===== src/rtl/pipe_arith_hs_if.sv =====
// rtl/pipe_arith_hs_if.sv - operand/result handshake bundle for pipe_arith_hs
interface pipe_arith_hs_if #(
   parameter int N = 10
);
   logic                in_valid;
   logic                in_ready;
   logic signed [N-1:0] A;
   logic signed [N-1:0] B;
   logic signed [N-1:0] C;
   logic signed [N-1:0] D;
   logic                mode;
   logic                out_valid;
   logic                out_ready;
   logic signed [N-1:0] F;
   logic                ovf;

   modport master (
      output in_valid, A, B, C, D, mode, out_ready,
      input  in_ready, out_valid, F, ovf
   );

   modport slave (
      input  in_valid, A, B, C, D, mode, out_ready,
      output in_ready, out_valid, F, ovf
   );
endinterface


===== src/rtl/pipe_arith_hs.sv =====
// rtl/pipe_arith_hs.sv - three-stage handshaked F = ((A+B) +/- (C-D)) * D
// PIPE_ARITH_SAT_EN selects saturating F instead of two's-complement wrap.
module pipe_arith_hs #(
   parameter int N = 10
) (
   input logic            clk,
   input logic            rst,
   pipe_arith_hs_if.slave bus
);
   localparam int PW = 2 * N + 2;

   logic signed [N:0]    x1_q, x1_d, x2_q, x2_d;
   logic signed [N-1:0]  d1_q, d1_d, d2_q, d2_d;
   logic                 m1_q, m1_d;
   logic signed [N+1:0]  x3_q, x3_d;
   logic signed [N-1:0]  f_q, f_d;
   logic                 ovf_q, ovf_d;
   logic                 v1_q, v1_d, v2_q, v2_d, v3_q, v3_d;
   logic                 r1, r2, r3;
   logic signed [PW-1:0] p;
   logic                 p_fits;

   always_comb begin
      r3 = !v3_q || bus.out_ready;
      r2 = !v2_q || r3;
      r1 = !v1_q || r2;

      x1_d  = x1_q;
      x2_d  = x2_q;
      d1_d  = d1_q;
      m1_d  = m1_q;
      v1_d  = v1_q;
      x3_d  = x3_q;
      d2_d  = d2_q;
      v2_d  = v2_q;
      f_d   = f_q;
      ovf_d = ovf_q;
      v3_d  = v3_q;

      // P fits in N signed bits only when bits [PW-1:N-1] are all copies of the sign.
      p      = PW'(x3_q) * PW'(d2_q);
      p_fits = (&p[PW-1:N-1]) || !(|p[PW-1:N-1]);

      if (r1) begin
         v1_d = bus.in_valid;
         if (bus.in_valid) begin
            x1_d = (N+1)'(bus.A) + (N+1)'(bus.B);
            x2_d = (N+1)'(bus.C) - (N+1)'(bus.D);
            d1_d = bus.D;
            m1_d = bus.mode;
         end
      end

      if (r2) begin
         v2_d = v1_q;
         if (v1_q) begin
            x3_d = m1_q ? ((N+2)'(x1_q) - (N+2)'(x2_q))
                        : ((N+2)'(x1_q) + (N+2)'(x2_q));
            d2_d = d1_q;
         end
      end

      if (r3) begin
         v3_d = v2_q;
         if (v2_q) begin
            ovf_d = !p_fits;
`ifdef PIPE_ARITH_SAT_EN
            if (p_fits) begin
               f_d = p[N-1:0];
            end else if (p[PW-1]) begin
               f_d = {1'b1, {(N-1){1'b0}}};
            end else begin
               f_d = {1'b0, {(N-1){1'b1}}};
            end
`else
            f_d = p[N-1:0];
`endif
         end
      end
   end

   always_ff @(posedge clk) begin
      if (rst) begin
         x1_q  <= '0;
         x2_q  <= '0;
         d1_q  <= '0;
         m1_q  <= 1'b0;
         v1_q  <= 1'b0;
         x3_q  <= '0;
         d2_q  <= '0;
         v2_q  <= 1'b0;
         f_q   <= '0;
         ovf_q <= 1'b0;
         v3_q  <= 1'b0;
      end else begin
         x1_q  <= x1_d;
         x2_q  <= x2_d;
         d1_q  <= d1_d;
         m1_q  <= m1_d;
         v1_q  <= v1_d;
         x3_q  <= x3_d;
         d2_q  <= d2_d;
         v2_q  <= v2_d;
         f_q   <= f_d;
         ovf_q <= ovf_d;
         v3_q  <= v3_d;
      end
   end

   assign bus.in_ready  = r1;
   assign bus.out_valid = v3_q;
   assign bus.F         = f_q;
   assign bus.ovf       = ovf_q;
endmodule


===== src/flat_wrapper.sv =====
// flat-port wrapper written by rule: the top's interface ports become plain ports
module pipe_arith_hs_flat 
#(
   parameter int N = 10
)
  (clk, rst, bus_in_valid, bus_A, bus_B, bus_C, bus_D, bus_mode, bus_out_ready, bus_in_ready, bus_out_valid, bus_F, bus_ovf);
  pipe_arith_hs_if #(.N(N)) bus_i ();
  input logic clk;
  input logic rst;
  input wire logic [$bits(bus_i.in_valid)-1:0] bus_in_valid;
  input wire logic [$bits(bus_i.A)-1:0] bus_A;
  input wire logic [$bits(bus_i.B)-1:0] bus_B;
  input wire logic [$bits(bus_i.C)-1:0] bus_C;
  input wire logic [$bits(bus_i.D)-1:0] bus_D;
  input wire logic [$bits(bus_i.mode)-1:0] bus_mode;
  input wire logic [$bits(bus_i.out_ready)-1:0] bus_out_ready;
  output wire logic [$bits(bus_i.in_ready)-1:0] bus_in_ready;
  output wire logic [$bits(bus_i.out_valid)-1:0] bus_out_valid;
  output wire logic [$bits(bus_i.F)-1:0] bus_F;
  output wire logic [$bits(bus_i.ovf)-1:0] bus_ovf;
  assign bus_i.in_valid = bus_in_valid;
  assign bus_i.A = bus_A;
  assign bus_i.B = bus_B;
  assign bus_i.C = bus_C;
  assign bus_i.D = bus_D;
  assign bus_i.mode = bus_mode;
  assign bus_i.out_ready = bus_out_ready;
  assign bus_in_ready = bus_i.in_ready;
  assign bus_out_valid = bus_i.out_valid;
  assign bus_F = bus_i.F;
  assign bus_ovf = bus_i.ovf;
  pipe_arith_hs #(.N(N)) u_core (.clk(clk), .rst(rst), .bus(bus_i));
endmodule

===== config.mk =====
export PLATFORM = sky130hd
export DESIGN_NAME = pipe_arith_hs_flat
export DESIGN_NICKNAME = d
export VERILOG_FILES = /design/src/rtl/pipe_arith_hs_if.sv /design/src/rtl/pipe_arith_hs.sv /design/src/flat_wrapper.sv
export SDC_FILE = /design/constraint.sdc
export NUM_CORES = 1
export LEC_CHECK = 0
export ABC_AREA = 0
export CAP_MARGIN = 20
export CORE_MARGIN = 4
export CORE_UTILIZATION = 61
export CTS_BUF_LIST = sky130_fd_sc_hd__clkbuf_16
export DETAILED_ROUTE_END_ITERATION = 12
export PLACE_DENSITY = 0.87
export SETUP_SLACK_MARGIN = 0.02
export SYNTH_ARGS = -nofsm -noshare
export SYNTH_HDL_FRONTEND = slang
export SYNTH_SLANG_ARGS = --single-unit

===== constraint.sdc =====
create_clock -name clk -period 6.3 [get_ports clk]
set_input_delay 1.575 -clock clk [delete_from_list [all_inputs] [get_ports clk]]
set_output_delay 1.575 -clock clk [all_outputs]
set_load 0.02 [all_outputs]

==> run summary, run 1 <==
========================================================================================
Run status ................................................................ finished, final reports clean
Worst-Margin Slew .........................................................     0.877 ns
Buffer depth of the longest clock path ....................................            2
Post-synth top flop .......................................................      dfxtp_1
CP Data Required Time .....................................................      6.51 ns
Top library cells by usage in the layout, fill and taps aside ............. nand2_1, inv_1, fa_1
Number of enable-type register cells in the synthesized netlist ...........            0
Detailed-route via count ..................................................         6932
Final count of hold timing violations .....................................            0
Num ports .................................................................           58
Most common library cell in the layout ignoring fill and taps .............      nand2_1
Total area of multi-input combinational cells .............................    6300 um^2
Clock net sink count ......................................................           69
Number of warnings issued by yosys ........................................            0
Die Span Y ................................................................       125 um
Seq. cell area ............................................................    1390 um^2
Clock-pin slew on the worst setup and hold paths ..........................      0.07 ns
Mapped Avg Cell Area ......................................................    8.28 um^2
Netlist Area Pre-Place ....................................................    8350 um^2
Share of layout cells above drive strength 1 ..............................        3.17%
Root buf cell .............................................................    clkbuf_16
Number of detailed-route iterations in the first pass .....................            5
Core Area .................................................................   13300 um^2
Post-Synthesis Cells ......................................................         1009
Power Internal ............................................................     0.956 mW
Max Cap Violations ........................................................            0
Clock buffers created by TritonCTS ........................................            9
Hold WC Path Type .........................................................   reg -> reg
Area growth, synth to finish ..............................................        11.5%
Power density cells .......................................................  153 nW/um^2
Clock share of power ......................................................        36.0%
Static Leak ...............................................................      4.02 nW
Element type at the critical path end .....................................    flip-flop
Average wire per cell in the routed design ................................      15.7 um
Worst vdd ir ..............................................................     0.179 mV
Overflow left after global routing ........................................            0
Element type at the critical path start ...................................    flip-flop
Maximum number of pins on one net before global-route repair ..............           72
FF-to-FF setup slack ......................................................      0.36 ns
Endpoints failing setup ...................................................            0
Full die area .............................................................   15600 um^2
Post-DRT Antenna Nets .....................................................            0
Minimum hold slack ........................................................     0.453 ns
Final worst path period need ..............................................      5.94 ns
Initial drt markers .......................................................          591
Combined global-route utilization of all metal layers .....................        24.9%
X dimension of the die ....................................................       125 um
Diodes inserted ...........................................................            0
Share of flip-flops with an asynchronous set or reset after synthesis .....           0%
# port buffers ............................................................           57
Total half-perimeter wirelength after legalization and detailed placement .     14800 um
Upper clock frequency limit ...............................................    0.168 GHz
Combinational fraction of design power ....................................        27.3%
Number of pins with negative max-slew slack in the final report ...........            0
Final core occ ............................................................        69.7%
Count of hold buffers inserted by post-cts repair .........................            0
Final Net Count ...........................................................         1276
# DRC .....................................................................            0
Number of rows created at floorplan .......................................           42
Total power draw ..........................................................      1.42 mW
Vias in the first global route ............................................         7004
Top fanout value on the critical path .....................................           13
Via density ...............................................................         5.70
Placer's final routability congestion estimate ............................        0.888
Synth cell types ..........................................................           50
Total wirelength of the detailed-routed design ............................     19100 um
First-pass GRT wire length ................................................     32300 um
Antenna violations before repair ..........................................            0
Portion of total power attributed to sequential cells .....................        36.7%
CTS tree ..................................................................        built
Synthesized Nets ..........................................................         1249
Setup skew after layout ...................................................    0.0114 ns
Final-layout fill cell count ..............................................         1009
Number of synthesized register bits .......................................           69
Starting density of the core ..............................................        62.6%
Total negative setup slack ................................................         0 ns
RSZ-0062 raised after global routing ......................................        false
Post-Place Cells ..........................................................         1201
Power dissipated by switching net loads ...................................     0.468 mW
Share of synthesized area occupied by flip-flops and latches ..............        16.5%
Worst rel slew slack ......................................................        41.4%
Data arrival time of the critical path ....................................      6.15 ns
Number of H-tree branching levels .........................................            3
Switching part of the total power .........................................        32.9%
Type of the worst setup path ..............................................   reg -> reg
Final period util .........................................................        94.3%
Fin cells .................................................................         1217
Later-pin clock latency in the skew report ................................      0.34 ns
========================================================================================
==> flip-flops by register name (all words and copies together) (netlist names) <==
register,flops
u_core.bus.out_valid,1
u_core.v2_q,1
u_core.v1_q,1
u_core.x3_q,12
u_core.x2_q,11
u_core.d2_q,10
u_core.x1_q,11
u_core.bus.F,10
u_core.bus.ovf,1
u_core.d1_q,10
u_core.m1_q,1
==> final timing paths <==
kind | start | to | cells past startpoint
hold / removal | u_core.bus.F[4]$_SDFFE_PP0P_ | u_core.bus.F[4]$_SDFFE_PP0P_ | 2
setup reg to reg | u_core.d2_q[7]$_SDFFE_PP0P_ | u_core.bus.ovf$_SDFFE_PP0P_ | 17
hold reg to reg | u_core.bus.F[4]$_SDFFE_PP0P_ | u_core.bus.F[4]$_SDFFE_PP0P_ | 2
setup / recovery | u_core.d2_q[7]$_SDFFE_PP0P_ | u_core.bus.ovf$_SDFFE_PP0P_ | 17
==> Yosys cell counts (all sizes together), types with 2 or more instances <==
library cell | instances | area [um^2]
buf | 2 | 7.51
xnor2 | 32 | 280
o21a | 10 | 75.1
a21boi | 7 | 52.6
o211ai | 3 | 22.5
nand3 | 13 | 65.1
inv | 134 | 503
o31a | 3 | 26.3
o31ai | 2 | 15.0
nand2b | 15 | 93.8
o21bai | 3 | 22.5
o21ai | 27 | 135
a21o | 8 | 61.3
fa | 110 | 2200
ha | 85 | 1060
nor3 | 23 | 115
a21oi | 78 | 390
dfxtp | 69 | 1380
nor2 | 53 | 201
nor2b | 8 | 50.1
and2 | 29 | 184
nor4 | 2 | 12.5
nand2 | 181 | 679
xor2 | 11 | 96.3
clkbuf | 43 | 161
nor4b | 6 | 52.6
and3 | 5 | 31.3
a31oi | 9 | 56.3
or3 | 6 | 42.5
a211oi | 11 | 82.6
o41ai | 2 | 25.0
nand3b | 6 | 45.0
o311ai | 2 | 17.5
==> layout make-up <==
cell class,instances,share of cell area (%)
sequential,69,14.9
inverter,135,5.44
clock inverter,7,0.780
tap,176,2.37
timing repair buffer,61,6.40
multi-input combinational,760,67.7
clock buffer,9,2.42
==> power by group through the flow <==
stage / Combinational, mW / Sequential (mW) / Clock (mW)
finish: 0.388 / 0.523 / 0.512
global route: 0.438 / 0.527 / 0.535
CTS: 0.387 / 0.520 / 0.517
detailed placement: 0.380 / 0.529 / 0
global placement: 0.364 / 0.527 / 0
floorplan: 0.310 / 0.493 / 0
==> critical path, cell delays in order (launching register included) <==
cell and delay (ns):
dfxtp_1 0.64, nand2_1 0.15, fa_1 0.49, fa_1 0.52, fa_1 0.51, fa_1 0.54
inv_1 0.05, fa_1 0.47, ha_1 0.37, a21o_2 0.27, a211oi_1 0.26, a21oi_1 0.15
nor2_1 0.15, xor2_1 0.24, nand3_1 0.12, or4b_1 0.49, nor4_1 0.28, o41ai_1 0.10
==> timing repair <==
action / 4_1_cts / 5_1_grt
buffers inserted: 0 / 0
gates resized for setup: 0 / 4
setup endpoints to repair: 0 / 1
==> logic make-up (layout without fill, tap and decap cells) <==
logic type | count (synthesis) | after routing | synth area share, %
adder cells (fa/ha/maj) | 195 | 195 | 39.1
AO/OA/AOI/OAI | 169 | 169 | 12.2
AND/OR/NAND/NOR | 351 | 351 | 19.2
multiplexers | 2 | 2 | 0.300
flip-flops | 69 | 69 | 16.5
buffers and inverters | 180 | 212 | 8.09
XOR/XNOR | 43 | 43 | 4.51
==> stage by stage <==
step                cell area (um^2)  setup WS [ns]
finish                          9310          0.358
global route                    9310         0.0399
CTS                             9300          0.297
detailed placement              9000          0.293
global placement                9000          0.497
floorplan                       8350          0.685
==> metal layers <==
metal | GRT usage, % | vias to the layer above | share of wire [%]
met3 | 5.88 | 48 | 6.8
met4 | 7.84 | 0 | 2.7
met2 | 43.0 | 251 | 50
li1 | - | 3307 | -
met1 | 30.9 | 3326 | 40
met5 | 0 | - | 0
Note: power is estimated with default switching activity, not from simulation.
==> run 2, diff against run 1 <==
Settings changed: CORE_MARGIN 4 to default.
==> run 2 against run 1 <==
Effect of this change:
- die area is 9.4% lower
- worst hold slack gained 0.0026 ns
- clock skew is 0.0044 ns lower
==> run summary, run 2 (synthesis gave the netlist of run 1 again) <==
========================================================================================
Total area of multi-input combinational cells .............................    6300 um^2   unchanged
Worst-Margin Slew .........................................................     0.821 ns   -0.0554 ns
Buffer depth of the longest clock path ....................................            2   unchanged
Die Span Y ................................................................       119 um   -4.8%
Hold WC Path Type .........................................................   reg -> reg
Top flop regs ............................................................. u_core.x3_q x12, u_core.x1_q x11, u_core.x2_q x11
Final-layout fill cell count ..............................................         1000   -0.89%
Number of rows created at floorplan .......................................           42   unchanged
Final period util .........................................................        93.0%   -1.3 points
Crit path max-delay family ................................................  adder cells
Type of the worst setup path ..............................................   reg -> reg
Antenna violations before repair ..........................................            0   unchanged
Number of H-tree branching levels .........................................            3   unchanged
Post-Place Cells ..........................................................         1201   unchanged
Combinational fraction of design power ....................................        27.2%   about the same
Overflow left after global routing ........................................            0   unchanged
Via density ...............................................................         5.70   about the same
Core Area .................................................................   13300 um^2   -0.39%
Worst hold path endpoint .................................................. u_core.bus.F[4]$_SDFFE_PP0P_
Maximum number of pins on one net before global-route repair ..............           38   -47%
Clock share of power ......................................................        35.6%   -0.4 points
Fin cells .................................................................         1216   -0.082%
Area growth, synth to finish ..............................................        11.4%   about the same
Detailed-route via count ..................................................         6926   -0.087%
FF-to-FF setup slack ......................................................      0.44 ns   +0.08 ns
Run status ................................................................ finished, final reports clean
Final Worst Setup Slack ...................................................     0.439 ns   +0.0815 ns
Vias in the first global route ............................................         6974   -0.43%
Average wire per cell in the routed design ................................      15.1 um   -3.7%
Total negative setup slack ................................................         0 ns   unchanged
Clock-pin slew on the worst setup and hold paths ..........................      0.06 ns   about the same
# DRC .....................................................................            0   unchanged
Static Leak ...............................................................      4.01 nW   -0.25%
Seq. cell area ............................................................    1390 um^2   +0.18%
Power dissipated by switching net loads ...................................     0.455 mW   -2.7%
Power density cells .......................................................  151 nW/um^2   -1.1%
Diodes inserted ...........................................................            0   unchanged
Starting density of the core ..............................................        62.8%   +0.25 points
X dimension of the die ....................................................       119 um   -4.8%
Reg2Reg Depth .............................................................           19   +2
Final Net Count ...........................................................         1276   unchanged
Combined global-route utilization of all metal layers .....................        28.0%   +3.2 points
Placer's final routability congestion estimate ............................        0.859   -3.2%
Minimum setup slack after placement .......................................     0.242 ns   -0.0505 ns
Top cell by count, worst path .............................................         fa_1
Worst vdd ir ..............................................................     0.124 mV   -31%
Initial drt markers .......................................................          448   -24%
Data arrival time of the critical path ....................................      6.06 ns   -0.09 ns
Max Cap Violations ........................................................            0   unchanged
# port buffers ............................................................           57   unchanged
Clock buffers created by TritonCTS ........................................            9   unchanged
Levels on crit path .......................................................           19   +2
Post-DRT Antenna Nets .....................................................            0   unchanged
Upper clock frequency limit ...............................................    0.171 GHz   +1.4%
Root buf cell .............................................................    clkbuf_16
Final count of hold timing violations .....................................            0   unchanged
R2R Path Start ............................................................ u_core.d2_q[2]$_SDFFE_PP0P_
Later-pin clock latency in the skew report ................................      0.34 ns   about the same
Power Internal ............................................................     0.951 mW   -0.45%
RSZ-0062 raised after global routing ......................................        false
Setup Fix Bufs, Post-CTS ..................................................            0   unchanged
Cell depth of the worst min-delay path ....................................            2   unchanged
Number of detailed-route iterations in the first pass .....................            5   unchanged
Number of buffers and inverters on the critical path ......................            3   +2
First-pass GRT wire length ................................................     31900 um   -1.2%
Total of cells resized after clock tree synthesis .........................            0   unchanged
Slowest cell on crit path .................................................      dfxtp_1
Total wirelength of the detailed-routed design ............................     18400 um   -3.7%
Final worst path period need ..............................................      5.86 ns   -0.0815 ns
Top fanout value on the critical path .....................................           13   unchanged
Max incr delay on CP ......................................................      0.56 ns   -0.08 ns
Endpoint of the worst register-to-register path ........................... u_core.bus.ovf$_SDFFE_PP0P_
Top library cells by usage in the layout, fill and taps aside ............. nand2_1, inv_1, fa_1
Reg with most FFs .........................................................  u_core.x3_q
Critical path cell sequence ............................................... nand2_1, inv_1, fa_2, inv_1, fa_1, fa_1, fa_1, inv_1, fa_1, ha_1, nand2_1, o21ai_1, nand3_1, a21boi_0, nor3_1, xor2_1, or4b_1, nor4_1, o41ai_1
Num ports .................................................................           58   unchanged
Most common library cell in the layout ignoring fill and taps .............      nand2_1
Endpoints failing setup ...................................................            0   unchanged
CTS tree ..................................................................        built
Worst rel slew slack ......................................................        45.1%   +3.7 points
Switching part of the total power .........................................        32.4%   -0.51 points
Element type at the critical path start ...................................    flip-flop
Total half-perimeter wirelength after legalization and detailed placement .     14400 um   -2.5%
Number of pins with negative max-slew slack in the final report ...........            0   unchanged
Full die area .............................................................   14200 um^2   -9.4%
Element type at the critical path end .....................................    flip-flop
Setup skew after layout ...................................................   0.00700 ns   -0.00438 ns
Total power draw ..........................................................      1.41 mW   -1.2%
Share of layout cells above drive strength 1 ..............................        3.17%   about the same
CP Data Required Time .....................................................      6.50 ns   about the same
Count of hold buffers inserted by post-cts repair .........................            0   unchanged
Number of flip-flops in the largest register ..............................           12   unchanged
Portion of total power attributed to sequential cells .....................        37.2%   +0.5 points
Clock net sink count ......................................................           69   unchanged
Hold path startpoint ...................................................... u_core.bus.F[4]$_SDFFE_PP0P_
========================================================================================
## run 2: cell count changes in the layout (fill, tap and decap cells not counted)
cell / delta
inv_1: -1
o21ai_0: -1
clkinv_1: +2
clkinv_2: -1
dfxtp_2: +2
clkinv_4: -1
dfxtp_1: -2
o21ai_1: +1
## run 2: power groups by stage
stage,logic (mW),registers [mW],clock network (mW)
3_3_place_gp,0.364,0.527,0
4_1_cts,0.381,0.520,0.505
2_1_floorplan,0.310,0.493,0
5_1_grt,0.435,0.527,0.527
3_5_place_dp,0.376,0.530,0
6_report,0.382,0.523,0.501
## run 2: routing by layer
layer | GRT usage [%] | up-vias | wire (um)
li1 | - | 3300 | -
met1 | 34.0 | 3341 | 7590
met2 | 49.0 | 241 | 9230
met3 | 6.51 | 44 | 1100
met4 | 8.70 | 0 | 452
met5 | 0 | - | 0
## run 2: how the worst max path moves through the flow
stage                                           start                     endpoint
after global placement    u_core.d2_q[1]$_SDFFE_PP0P_  u_core.bus.ovf$_SDFFE_PP0P_
after CTS                 u_core.d2_q[1]$_SDFFE_PP0P_  u_core.bus.ovf$_SDFFE_PP0P_
after detailed placement  u_core.d2_q[1]$_SDFFE_PP0P_  u_core.bus.ovf$_SDFFE_PP0P_
after floorplan           u_core.d2_q[1]$_SDFFE_PP0P_  u_core.bus.ovf$_SDFFE_PP0P_
final                     u_core.d2_q[2]$_SDFFE_PP0P_  u_core.bus.ovf$_SDFFE_PP0P_
after global routing      u_core.d2_q[2]$_SDFFE_PP0P_  u_core.bus.ovf$_SDFFE_PP0P_
## run 2: area by class of cell
class	count	area share (%)
inverters	135	5.45
well taps	176	2.37
clock inverters	6	0.673
clock buffers	9	2.42
flip-flops and latches	69	14.9
repair buffers	61	6.40
multi-input cells	760	67.8
## run 2: worst reg2reg max path, stage by stage, from the launching register on
cell and delay (ns):
dfxtp_1 0.56, nand2_1 0.17, inv_1 0.12, fa_2 0.52
inv_1 0.16, fa_1 0.46, fa_1 0.48, fa_1 0.54
inv_1 0.05, fa_1 0.47, ha_1 0.38, nand2_1 0.09
o21ai_1 0.25, nand3_1 0.11, a21boi_0 0.27, nor3_1 0.10
xor2_1 0.15, or4b_1 0.45, nor4_1 0.27, o41ai_1 0.11
## run 2: per-stage QoR
stage | instance area (um^2) | hold WS [ns] | utilization (%)
5_1_grt | 9300 | 0.480 | 70.0
6_report | 9300 | 0.456 | 70.0
2_1_floorplan | 8350 | 0.432 | -
3_5_place_dp | 9000 | 0.451 | 67.7
3_3_place_gp | 9000 | 0.440 | 67.7
4_1_cts | 9290 | 0.459 | 69.9
